$ cat config.mk
export PLATFORM = sky130hd
export DESIGN_NAME = regfile_write_arbiter_flat
export DESIGN_NICKNAME = d
export VERILOG_FILES = /design/src/rtl/regfile_write_arbiter_pkg.sv /design/src/rtl/regfile_write_arbiter_if.sv /design/src/rtl/regfile_write_arbiter_rr_pick.sv /design/src/rtl/regfile_write_arbiter.sv /design/src/flat_wrapper.sv
export SDC_FILE = /design/constraint.sdc
export NUM_CORES = 1
export LEC_CHECK = 0
export ABC_AREA = 1
export CORE_MARGIN = 1.5
export CORE_UTILIZATION = 43
export CTS_CLUSTER_SIZE = 24
export DETAILED_ROUTE_END_ITERATION = 6
export PLACE_DENSITY = 0.86
export SETUP_SLACK_MARGIN = 0.5
export SYNTH_ARGS = -nofsm -noshare
export SYNTH_HDL_FRONTEND = slang
export SYNTH_SLANG_ARGS = --single-unit
$ cat constraint.sdc
create_clock -name clk -period 6.5 [get_ports clk]
set_clock_uncertainty 0.15 [all_clocks]
set_input_delay 1.3 -clock clk [delete_from_list [all_inputs] [get_ports clk]]
set_output_delay 1.3 -clock clk [all_outputs]
set_load 0.03 [all_outputs]
$ cat src/rtl/regfile_write_arbiter_pkg.sv
// Shared constants for the register-file write-back path of the 18-bit
// processor.
//
// Contents:
//   REG_COUNT, REG_SEL_W   register file geometry (16 registers, 4-bit select)
//   DATA_W                 register data width
//   REQ_ALU/REQ_LOAD/REQ_IMM  default write-back requester indices
//   N_REQ_DEFAULT          default number of write-back requesters
//   ptr_width()            width of a requester index for a given count
package regfile_write_arbiter_pkg;

    localparam int REG_COUNT = 16;
    localparam int REG_SEL_W = 4;
    localparam int DATA_W    = 18;

    localparam int REQ_ALU  = 0;
    localparam int REQ_LOAD = 1;
    localparam int REQ_IMM  = 2;

    localparam int N_REQ_DEFAULT = REQ_IMM + 1;

    // Index width for n requesters; never narrower than one bit.
    function automatic int ptr_width(input int n);
        return (n <= 2) ? 1 : $clog2(n);
    endfunction

endpackage

$ cat src/rtl/regfile_write_arbiter_if.sv
// Write-back bus between the requesters (execute/memory stages) and the
// arbiter, including the registered write port towards the register file.
//
// Handshake: a requester raises req[i] with req_addr/req_data for slot i and
// holds all three stable until it sees gnt[i]=1 at a rising edge; that edge
// is the transfer. gnt is combinational and is never high without req.
// stall=1 forces gnt to zero in the same cycle.
//
// Signals:
//   req, req_addr, req_data, stall   requester side -> arbiter
//   gnt                              arbiter -> requesters (one-hot or zero)
//   wr_en, wr_sel, wr_data           registered write port -> register file
//   conflict                         registered "more than one requester" flag
//
// Modports:
//   master  requester / environment side
//   slave   arbiter side
interface regfile_write_arbiter_if
    import regfile_write_arbiter_pkg::*;
#(
    parameter int N_REQ  = N_REQ_DEFAULT,
    parameter int DATA_W = regfile_write_arbiter_pkg::DATA_W,
    parameter int ADDR_W = REG_SEL_W
);

    logic [N_REQ-1:0]        req;
    logic [N_REQ*ADDR_W-1:0] req_addr;
    logic [N_REQ*DATA_W-1:0] req_data;
    logic                    stall;
    logic [N_REQ-1:0]        gnt;
    logic                    wr_en;
    logic [ADDR_W-1:0]       wr_sel;
    logic [DATA_W-1:0]       wr_data;
    logic                    conflict;

    modport master (
        output req, req_addr, req_data, stall,
        input  gnt, wr_en, wr_sel, wr_data, conflict
    );

    modport slave (
        input  req, req_addr, req_data, stall,
        output gnt, wr_en, wr_sel, wr_data, conflict
    );

endinterface

$ cat src/rtl/regfile_write_arbiter_rr_pick.sv
// Combinational round-robin pick: starting at ptr_i and wrapping modulo
// N_REQ, selects the first requester with req_i high.
//
// Ports:
//   req_i   per-requester request vector
//   ptr_i   requester with highest priority this cycle
//   gnt_o   one-hot grant (zero when req_i is zero)
//   win_o   index of the granted requester (0 when nothing is granted)
//   any_o   some requester was picked
module regfile_write_arbiter_rr_pick
    import regfile_write_arbiter_pkg::*;
#(
    parameter int N_REQ = N_REQ_DEFAULT,
    parameter int PTR_W = ptr_width(N_REQ)
) (
    input  logic [N_REQ-1:0] req_i,
    input  logic [PTR_W-1:0] ptr_i,
    output logic [N_REQ-1:0] gnt_o,
    output logic [PTR_W-1:0] win_o,
    output logic             any_o
);

    always_comb begin
        int idx;
        gnt_o = '0;
        win_o = '0;
        any_o = 1'b0;
        idx   = 0;
        // Visit requesters in priority order ptr, ptr+1, ... (wrapping);
        // the first one found wins and later ones are ignored.
        for (int k = 0; k < N_REQ; k++) begin
            idx = int'(ptr_i) + k;
            if (idx >= N_REQ) begin
                idx = idx - N_REQ;
            end
            if (!any_o && req_i[idx]) begin
                any_o      = 1'b1;
                gnt_o[idx] = 1'b1;
                win_o      = PTR_W'(idx);
            end
        end
    end

endmodule

$ cat src/rtl/regfile_write_arbiter.sv
// Round-robin arbiter for the single register-file write port. Grants one
// write-back requester per cycle, registers its destination select and data,
// and presents them to the register file's 4-to-16 write decoder one cycle
// after the grant.
//
// Ports:
//   clk        rising-edge clock
//   rst_n      asynchronous active-low reset
//   bus        write-back bus (slave side): req/req_addr/req_data/stall in,
//              gnt/wr_en/wr_sel/wr_data/conflict out
//   dbg_ptr_o  current round-robin pointer (requester with top priority)
module regfile_write_arbiter
    import regfile_write_arbiter_pkg::*;
#(
    parameter int N_REQ  = N_REQ_DEFAULT,
    parameter int DATA_W = regfile_write_arbiter_pkg::DATA_W,
    parameter int ADDR_W = REG_SEL_W,
    localparam int PTR_W = ptr_width(N_REQ)
) (
    input  logic                 clk,
    input  logic                 rst_n,
    regfile_write_arbiter_if.slave bus,
    output logic [PTR_W-1:0]     dbg_ptr_o
);

    logic [PTR_W-1:0]  ptr_q,      ptr_d;
    logic              wr_en_q,    wr_en_d;
    logic [ADDR_W-1:0] wr_sel_q,   wr_sel_d;
    logic [DATA_W-1:0] wr_data_q,  wr_data_d;
    logic              conflict_q, conflict_d;

    logic [N_REQ-1:0]  pick_gnt;
    logic [PTR_W-1:0]  pick_win;
    logic              pick_any;
    logic              xfer;

    regfile_write_arbiter_rr_pick #(
        .N_REQ (N_REQ),
        .PTR_W (PTR_W)
    ) u_rr_pick (
        .req_i (bus.req),
        .ptr_i (ptr_q),
        .gnt_o (pick_gnt),
        .win_o (pick_win),
        .any_o (pick_any)
    );

    // A transfer needs a winner, a free port and a released reset; gating
    // with rst_n keeps gnt low while reset is held so no requester believes
    // it was accepted.
    assign xfer    = pick_any & ~bus.stall & rst_n;
    assign bus.gnt = xfer ? pick_gnt : '0;

    always_comb begin
        ptr_d      = ptr_q;
        wr_en_d    = 1'b0;
        wr_sel_d   = wr_sel_q;
        wr_data_d  = wr_data_q;
        conflict_d = 1'b0;
        if (xfer) begin
            wr_en_d    = 1'b1;
            wr_sel_d   = bus.req_addr[pick_win*ADDR_W +: ADDR_W];
            wr_data_d  = bus.req_data[pick_win*DATA_W +: DATA_W];
            conflict_d = ($countones(bus.req) > 1);
            // Winner drops to lowest priority: the next one up gets first pick.
            if (pick_win == PTR_W'(N_REQ - 1)) begin
                ptr_d = '0;
            end else begin
                ptr_d = pick_win + PTR_W'(1);
            end
        end
    end

    always_ff @(posedge clk or negedge rst_n) begin
        if (!rst_n) begin
            ptr_q      <= '0;
            wr_en_q    <= 1'b0;
            wr_sel_q   <= '0;
            wr_data_q  <= '0;
            conflict_q <= 1'b0;
        end else begin
            ptr_q      <= ptr_d;
            wr_en_q    <= wr_en_d;
            wr_sel_q   <= wr_sel_d;
            wr_data_q  <= wr_data_d;
            conflict_q <= conflict_d;
        end
    end

    assign bus.wr_en    = wr_en_q;
    assign bus.wr_sel   = wr_sel_q;
    assign bus.wr_data  = wr_data_q;
    assign bus.conflict = conflict_q;
    assign dbg_ptr_o    = ptr_q;

endmodule

$ cat src/flat_wrapper.sv
// flat-port wrapper written by rule: the top's interface ports become plain ports
module regfile_write_arbiter_flat import regfile_write_arbiter_pkg::*;
#(
    parameter int N_REQ  = N_REQ_DEFAULT,
    parameter int DATA_W = regfile_write_arbiter_pkg::DATA_W,
    parameter int ADDR_W = REG_SEL_W,
    localparam int PTR_W = ptr_width(N_REQ)
)
  (clk, rst_n, dbg_ptr_o, bus_req, bus_req_addr, bus_req_data, bus_stall, bus_gnt, bus_wr_en, bus_wr_sel, bus_wr_data, bus_conflict);
  regfile_write_arbiter_if #(.N_REQ(N_REQ), .DATA_W(DATA_W), .ADDR_W(ADDR_W)) bus_i ();
  input  logic clk;
  input  logic rst_n;
  output logic [PTR_W-1:0] dbg_ptr_o;
  input wire logic [$bits(bus_i.req)-1:0] bus_req;
  input wire logic [$bits(bus_i.req_addr)-1:0] bus_req_addr;
  input wire logic [$bits(bus_i.req_data)-1:0] bus_req_data;
  input wire logic [$bits(bus_i.stall)-1:0] bus_stall;
  output wire logic [$bits(bus_i.gnt)-1:0] bus_gnt;
  output wire logic [$bits(bus_i.wr_en)-1:0] bus_wr_en;
  output wire logic [$bits(bus_i.wr_sel)-1:0] bus_wr_sel;
  output wire logic [$bits(bus_i.wr_data)-1:0] bus_wr_data;
  output wire logic [$bits(bus_i.conflict)-1:0] bus_conflict;
  assign bus_i.req = bus_req;
  assign bus_i.req_addr = bus_req_addr;
  assign bus_i.req_data = bus_req_data;
  assign bus_i.stall = bus_stall;
  assign bus_gnt = bus_i.gnt;
  assign bus_wr_en = bus_i.wr_en;
  assign bus_wr_sel = bus_i.wr_sel;
  assign bus_wr_data = bus_i.wr_data;
  assign bus_conflict = bus_i.conflict;
  regfile_write_arbiter #(.N_REQ(N_REQ), .DATA_W(DATA_W), .ADDR_W(ADDR_W)) u_core (.clk(clk), .rst_n(rst_n), .bus(bus_i), .dbg_ptr_o(dbg_ptr_o));
endmodule
---- Yosys cells after proc, flatten, opt, wreduce, memory -nomap -nowiden ----
Cells that the tools add are included.
cells by class
  $lt $le $gt $ge ......................... 10
  eq/ne operators ......................... 1
  $mul .................................... 1
  reductions and logical operators ........ 7
  add/sub/neg operators ................... 8
  divide/modulo/power cells ............... 0
  muxes and demuxes ....................... 31
  shift-type cells ........................ 2
  bitwise operators ....................... 5
operators by type and width
  kind                                                                            number
  32-bit by 1-bit >= comparator with 1-bit output (second input constant)         3
  32-bit by 4-bit less-than comparator with 1-bit output (second input constant)  3
  32-bit two-way mux                                                              3
  54-bit by 8-bit indexed part select with 18-bit output                          1
  32-bit by 1-bit adder with 32-bit output                                        1
  32-bit by 2-bit > comparator with 1-bit output (second input constant)          1
  1-bit two-way mux                                                               14
  3-bit two-way mux                                                               4
  12-bit by 5-bit indexed part select with 4-bit output                           1
  2-bit two-way mux                                                               4
  3-bit by 2-bit subtractor with 4-bit output (second input constant)             2
  1-bit binary-select mux with 2-bit select                                       3
  1-bit demux with 2-bit select                                                   3
  3-bit by 2-bit >= comparator with 1-bit output (second input constant)          2
  2-bit by 4-bit multiplier with 6-bit output (second input constant)             1
  3-bit bitwise OR                                                                2
  1-bit logical AND                                                               5
  2-bit by 1-bit adder with 3-bit output (second input constant)                  1
  2-bit by 2-bit adder with 3-bit output (second input constant)                  1
  2-bit by 2-bit subtractor with 3-bit output (second input constant)             1
  1-bit by 1-bit adder with 2-bit output                                          1
  2-bit by 1-bit adder with 2-bit output (second input constant)                  1
  1-bit AND                                                                       2
  2-bit equality test (second input constant)                                     1
  other kinds (3)                                                                 4
storage, ports and cells
  logic and storage cells ................. 70
  bits in latches ......................... 0
  memory bits (writable) .................. 0
  bits in registers ....................... 26
  memories ................................ 0
  ROM bits ................................ 0

---- Longest topological paths before layout ----
  depth after elaboration ................. 15
  gate-level depth with buffers ........... 14
  gate-level depth less buffers ........... 13

---- Modules after synthesis ----
A second synthesis with hierarchy kept.
unflattened totals
  cells, all modules ...................... 294
  area, all modules ....................... 1,890.6 µm²
modules (own cells, without submodules)
  module                         cells each  sequential area each (µm²)  instances  area an instance (µm²)
  regfile_write_arbiter          233         650.6                       1          1,570.3
  regfile_write_arbiter_rr_pick  61          0.0                         1          320.3

---- Worst setup path before layout ----
Ideal clock, no wire load.
  path kind ............................... input -> output
  from .................................... input bus_req[2]
  to ...................................... output bus_gnt[1]
  path buffers ............................ 1
  data required time ...................... 5,050 ps
  slack ................................... 2,527 ps
  arrival time ............................ 2,523 ps
  cell stages on the path ................. 9
  cells stage by stage .................... inv_2 -> o21ai_2 -> nand2_4 -> nand2_1 -> inv_2 -> nand3_2 -> nand2_4 -> buf_4 -> a21oi_1
on the way
  word-level cells in the longest chain between the ends .. 13
  elaborated cells on any way between the ends .. 24
  those cells by class .................... mux: 16; bitwise: 4; reduce/logical: 4
ends and longest elaborated chain
  what                                                   RTL line                             RTL
  start, declared                                        flat_wrapper.sv:14                   input wire logic [$bits(bus_i.req)-1:0] bus_req;
  1-bit binary-select mux with 2-bit select              regfile_write_arbiter_rr_pick.sv:36  if (!any_o && req_i[idx]) begin
  1-bit two-way mux (not written as such) (2 in series)  regfile_write_arbiter_rr_pick.sv:36
  1-bit two-way mux                                      regfile_write_arbiter_rr_pick.sv:36
  1-bit zero test                                        regfile_write_arbiter_rr_pick.sv:36
  1-bit logical AND                                      regfile_write_arbiter_rr_pick.sv:36
  1-bit two-way mux                                      regfile_write_arbiter_rr_pick.sv:36
  1-bit zero test                                        regfile_write_arbiter_rr_pick.sv:36
  1-bit logical AND                                      regfile_write_arbiter_rr_pick.sv:36
  1-bit two-way mux                                      regfile_write_arbiter_rr_pick.sv:36
  1-bit AND (2 in series)                                regfile_write_arbiter.sv:51          assign xfer = pick_any & ~bus.stall & rst_n;
  3-bit two-way mux *                                    regfile_write_arbiter.sv:52          assign bus.gnt = xfer ? pick_gnt : '0;
  end, declared                                          flat_wrapper.sv:18                   output wire logic [$bits(bus_i.gnt)-1:0] bus_gnt;
Every way passes the cells marked *; elsewhere a longest branch is shown, timed or not. The select of a mux whose other input is x is not followed.

---- Worst setup path after layout ----
Ends and elaborated chain as after synthesis.

==> impl_metrics.py <==
metrics = {
    "clock_network": {
        "cts_resized": 0,
        "htreeDepth": 1,
        "postCtsHoldBufs": 0,
        "cts_setup_buffers": 0,
        "cts_sinks": 26,
        "clkSlewWorstSetupHoldPaths_ns": 0.09,
        "clock_path_buffers": 2,
        "cts-root-buf": "clkbuf_8",
        "numCtsBuffers": 3,
        "worstSkewPairLatency_ns": 0.27,
        "cts_tree": "done",
    },
    "global_route": {
        "grt_max_degree": 28,
        "antenna_found_initial": 0,
        "grt_usage_pct": 23.7,
        "gr-total-overflow": 0,
        "grt_pass1_wl_um": 9520,
        "grt_pass1_vias": 2165,
    },
    "place": {
        "gp_congestion": 1.02,
        "post-place-ws_ns": 1.57,
        "dp.cells": 428,
        "port-buffer-count": 100,
        "placed_cell_area_um2": 2930,
        "dp.final_hpwl_um": 4270,
    },
    "timing": {
        "hold_viol_final": 0,
        "rsz0062_at_grt": "false",
        "fin_setup_tns_ns": 0,
        "holdWs_ns": 0.385,
        "maxSlewViolCount": 0,
        "min_period_ns": 4.95,
        "timing.fmax_mhz": 202,
        "setup_ws_ns": 1.55,
        "period_share_pct": 76.2,
        "setup_viol": 0,
        "worst_pin_slew_ns": 0.447,
        "slew_headroom_pct": 70.1,
    },
    "min_path": {
        "hp-start": "u_core.bus.wr_sel[1]$_DFFE_PN0P_",
        "hp-class": "flop to flop",
    },
    "floorplanning": {
        "die_w_um": 70.5,
        "rows": 24,
        "die-area_um2": 4970,
        "die_h_um": 70.5,
        "core_um2": 4350,
        "ioPinCount": 101,
        "initial_core_util_pct": 45.0,
    },
    "synthesis": {
        "seq_area_frac_synth_pct": 33.2,
        "synth-seq-cells": 26,
        "synthCells": 289,
        "synth.top_cell.area_share_pct": 33.2,
        "syn_nets": 366,
        "yosys_warnings": 0,
        "yosysTopAreaCell": "dfrtp_1",
        "ys_types": 24,
        "synthTopCellsByArea": "dfrtp_1 (33%), nand3_1 (14%), a21oi_1 (12%)",
        "avgSynthCellArea_um2": 6.78,
        "synth_area_um2": 1960,
    },
    "pwr": {
        "power.switching_mw": 0.807,
        "swShare_pct": 54.1,
        "clkPwrFrac_pct": 7.1,
        "combPwrFrac_pct": 73.9,
        "vdd_ir_drop_max_mv": 0.272,
        "internal_power_mw": 0.683,
        "cellLeakagePower_nw": 1.46,
        "fin_total_pwr_mw": 1.49,
        "seqPwrFrac_pct": 19.0,
        "p_per_area_nw_per_um2": 500,
    },
    "critical_path": {
        "crit_chain": "clkdlybuf4s50_1, inv_2, o21ai_1, nand2_2, nand2_1, inv_2, nand3_2, nand2_4, a21oi_1, clkdlybuf4s50_1",
        "worst-path-max-fanout": 27,
        "cpMaxStageDelayCell": "clkdlybuf4s50_1",
        "cp.required_ns": 5.05,
        "worstSetupPathType": "primary input to primary output",
        "r2r_start": "u_core.dbg_ptr_o[0]$_DFFE_PN0P_",
        "crit_start": "bus_req[2]",
        "cpPeakStageDelay_ns": 0.68,
        "arrival_ns": 3.50,
        "critPathBufInv": 4,
        "endpoint_kind": "primary output",
        "critPathLaunchType": "primary input",
        "path_delay_family": "buffers and inverters",
    },
    "run": {
        "drv_cap": 0,
    },
    "run_status": {
        "outcome": "complete, no violations",
    },
    "layout": {
        "fillCellCount": 359,
        "fin_util_pct": 68.5,
        "area_delta_synth_final_pct": 52.3,
        "fin_area_um2": 2980,
        "layout-drive-gt1-share_pct": 6.32,
        "finalNetCount": 458,
        "fin_cells": 432,
        "diodes": 0,
    },
    "routing": {
        "vias": 2260,
        "drt_iter0_drc": 161,
        "route.final.wire_length_um": 5950,
        "routed_via_density": 5.23,
        "wl_per_cell_um": 13.8,
        "ant_nets": 0,
        "drt_pass1_iterations": 5,
        "drc_errors": 0,
    },
}
[Yosys cell counts, drive strengths merged]
cell     n
a21oi   48
a31oi    2
ha       5
o21ai    4
dfrtp   26
nor3     1
inv     57
o211ai   1
nor2    25
o22ai    1
nand4    2
nand3   57
nand2   46
buf     14
[layout make-up]
class                      instances  area (um2)  area share (%)
tap                               52        65.1            2.18
multi-input combinational        192         987            33.1
inverter                          57         216            7.26
clock buffer                       4        55.1            1.85
timing repair buffer             101        1010            33.8
sequential                        26         651            21.8
[flip-flops by register name, summed over array words and instances (netlist names)]
name,flops
u_core.bus.conflict,1
u_core.bus.wr_sel,4
u_core.dbg_ptr_o,2
u_core.bus.wr_en,1
u_core.bus.wr_data,18
[tightest hold or removal path: stages, from the launching register on]
cell and delay (ns):
dfrtp_1 0.35, nor2_1 0.05, a21oi_1 0.10
[layout by cell type, fill, tap and decap left out, types with 2 or more instances in the layout]
cell type	instances
clkdlybuf4s50_1	100
nand3_1	55
inv_1	50
a21oi_1	48
nand2_1	38
dfrtp_1	26
nor2_1	25
inv_2	6
ha_1	5
nand2_4	4
nand2_2	4
clkbuf_8	4
nand3_2	2
o21ai_1	2
a31oi_1	2
[kinds of logic (layout without fill, tap and decap cells)]
logic type	after synthesis	count (layout)	synth area share, %
adder cells (fa/ha/maj)	5	5	3.19
buffers and inverters	71	162	16.4
flip-flops	26	26	33.2
AND/OR/NAND/NOR	131	131	32.4
AO/OA/AOI/OAI	56	56	14.8
[power groups by stage]
stage	clock (mW)	combinational, mW	sequential, mW
after CTS	0.109	1.10	0.283
final	0.106	1.10	0.283
after global placement	0	1.07	0.283
after global routing	0.112	1.20	0.292
after detailed placement	0	1.10	0.284
after floorplan	0	0.669	0.430
[final timing paths]
| kind | cells after the start | to | slack [ns] |
|---|---|---|---|
| max reg2reg | 11 | u_core.bus.wr_data[10]$_DFFE_PN0P_ | 3.73 |
| min reg2reg | 2 | u_core.bus.wr_sel[1]$_DFFE_PN0P_ | 0.39 |
| max in group asynchronous | 2 | u_core.dbg_ptr_o[1]$_DFFE_PN0P_ | 4.64 |
| max | 10 | bus_gnt[1] | 1.55 |
| min in group asynchronous | 2 | u_core.bus.wr_data[13]$_DFFE_PN0P_ | 1.30 |
| min | 2 | u_core.bus.wr_sel[1]$_DFFE_PN0P_ | 0.39 |
[layer usage]
layer / up-vias / global-route usage (%) / routed length (um)
met1: 1033 / 28.9 / 2540
met4: 0 / 7.69 / 61
met3: 6 / 4.76 / 427
li1: 1110 / - / -
met2: 111 / 41.4 / 2920
met5: - / 0 / 0
(Power assumes the default switching activity.)
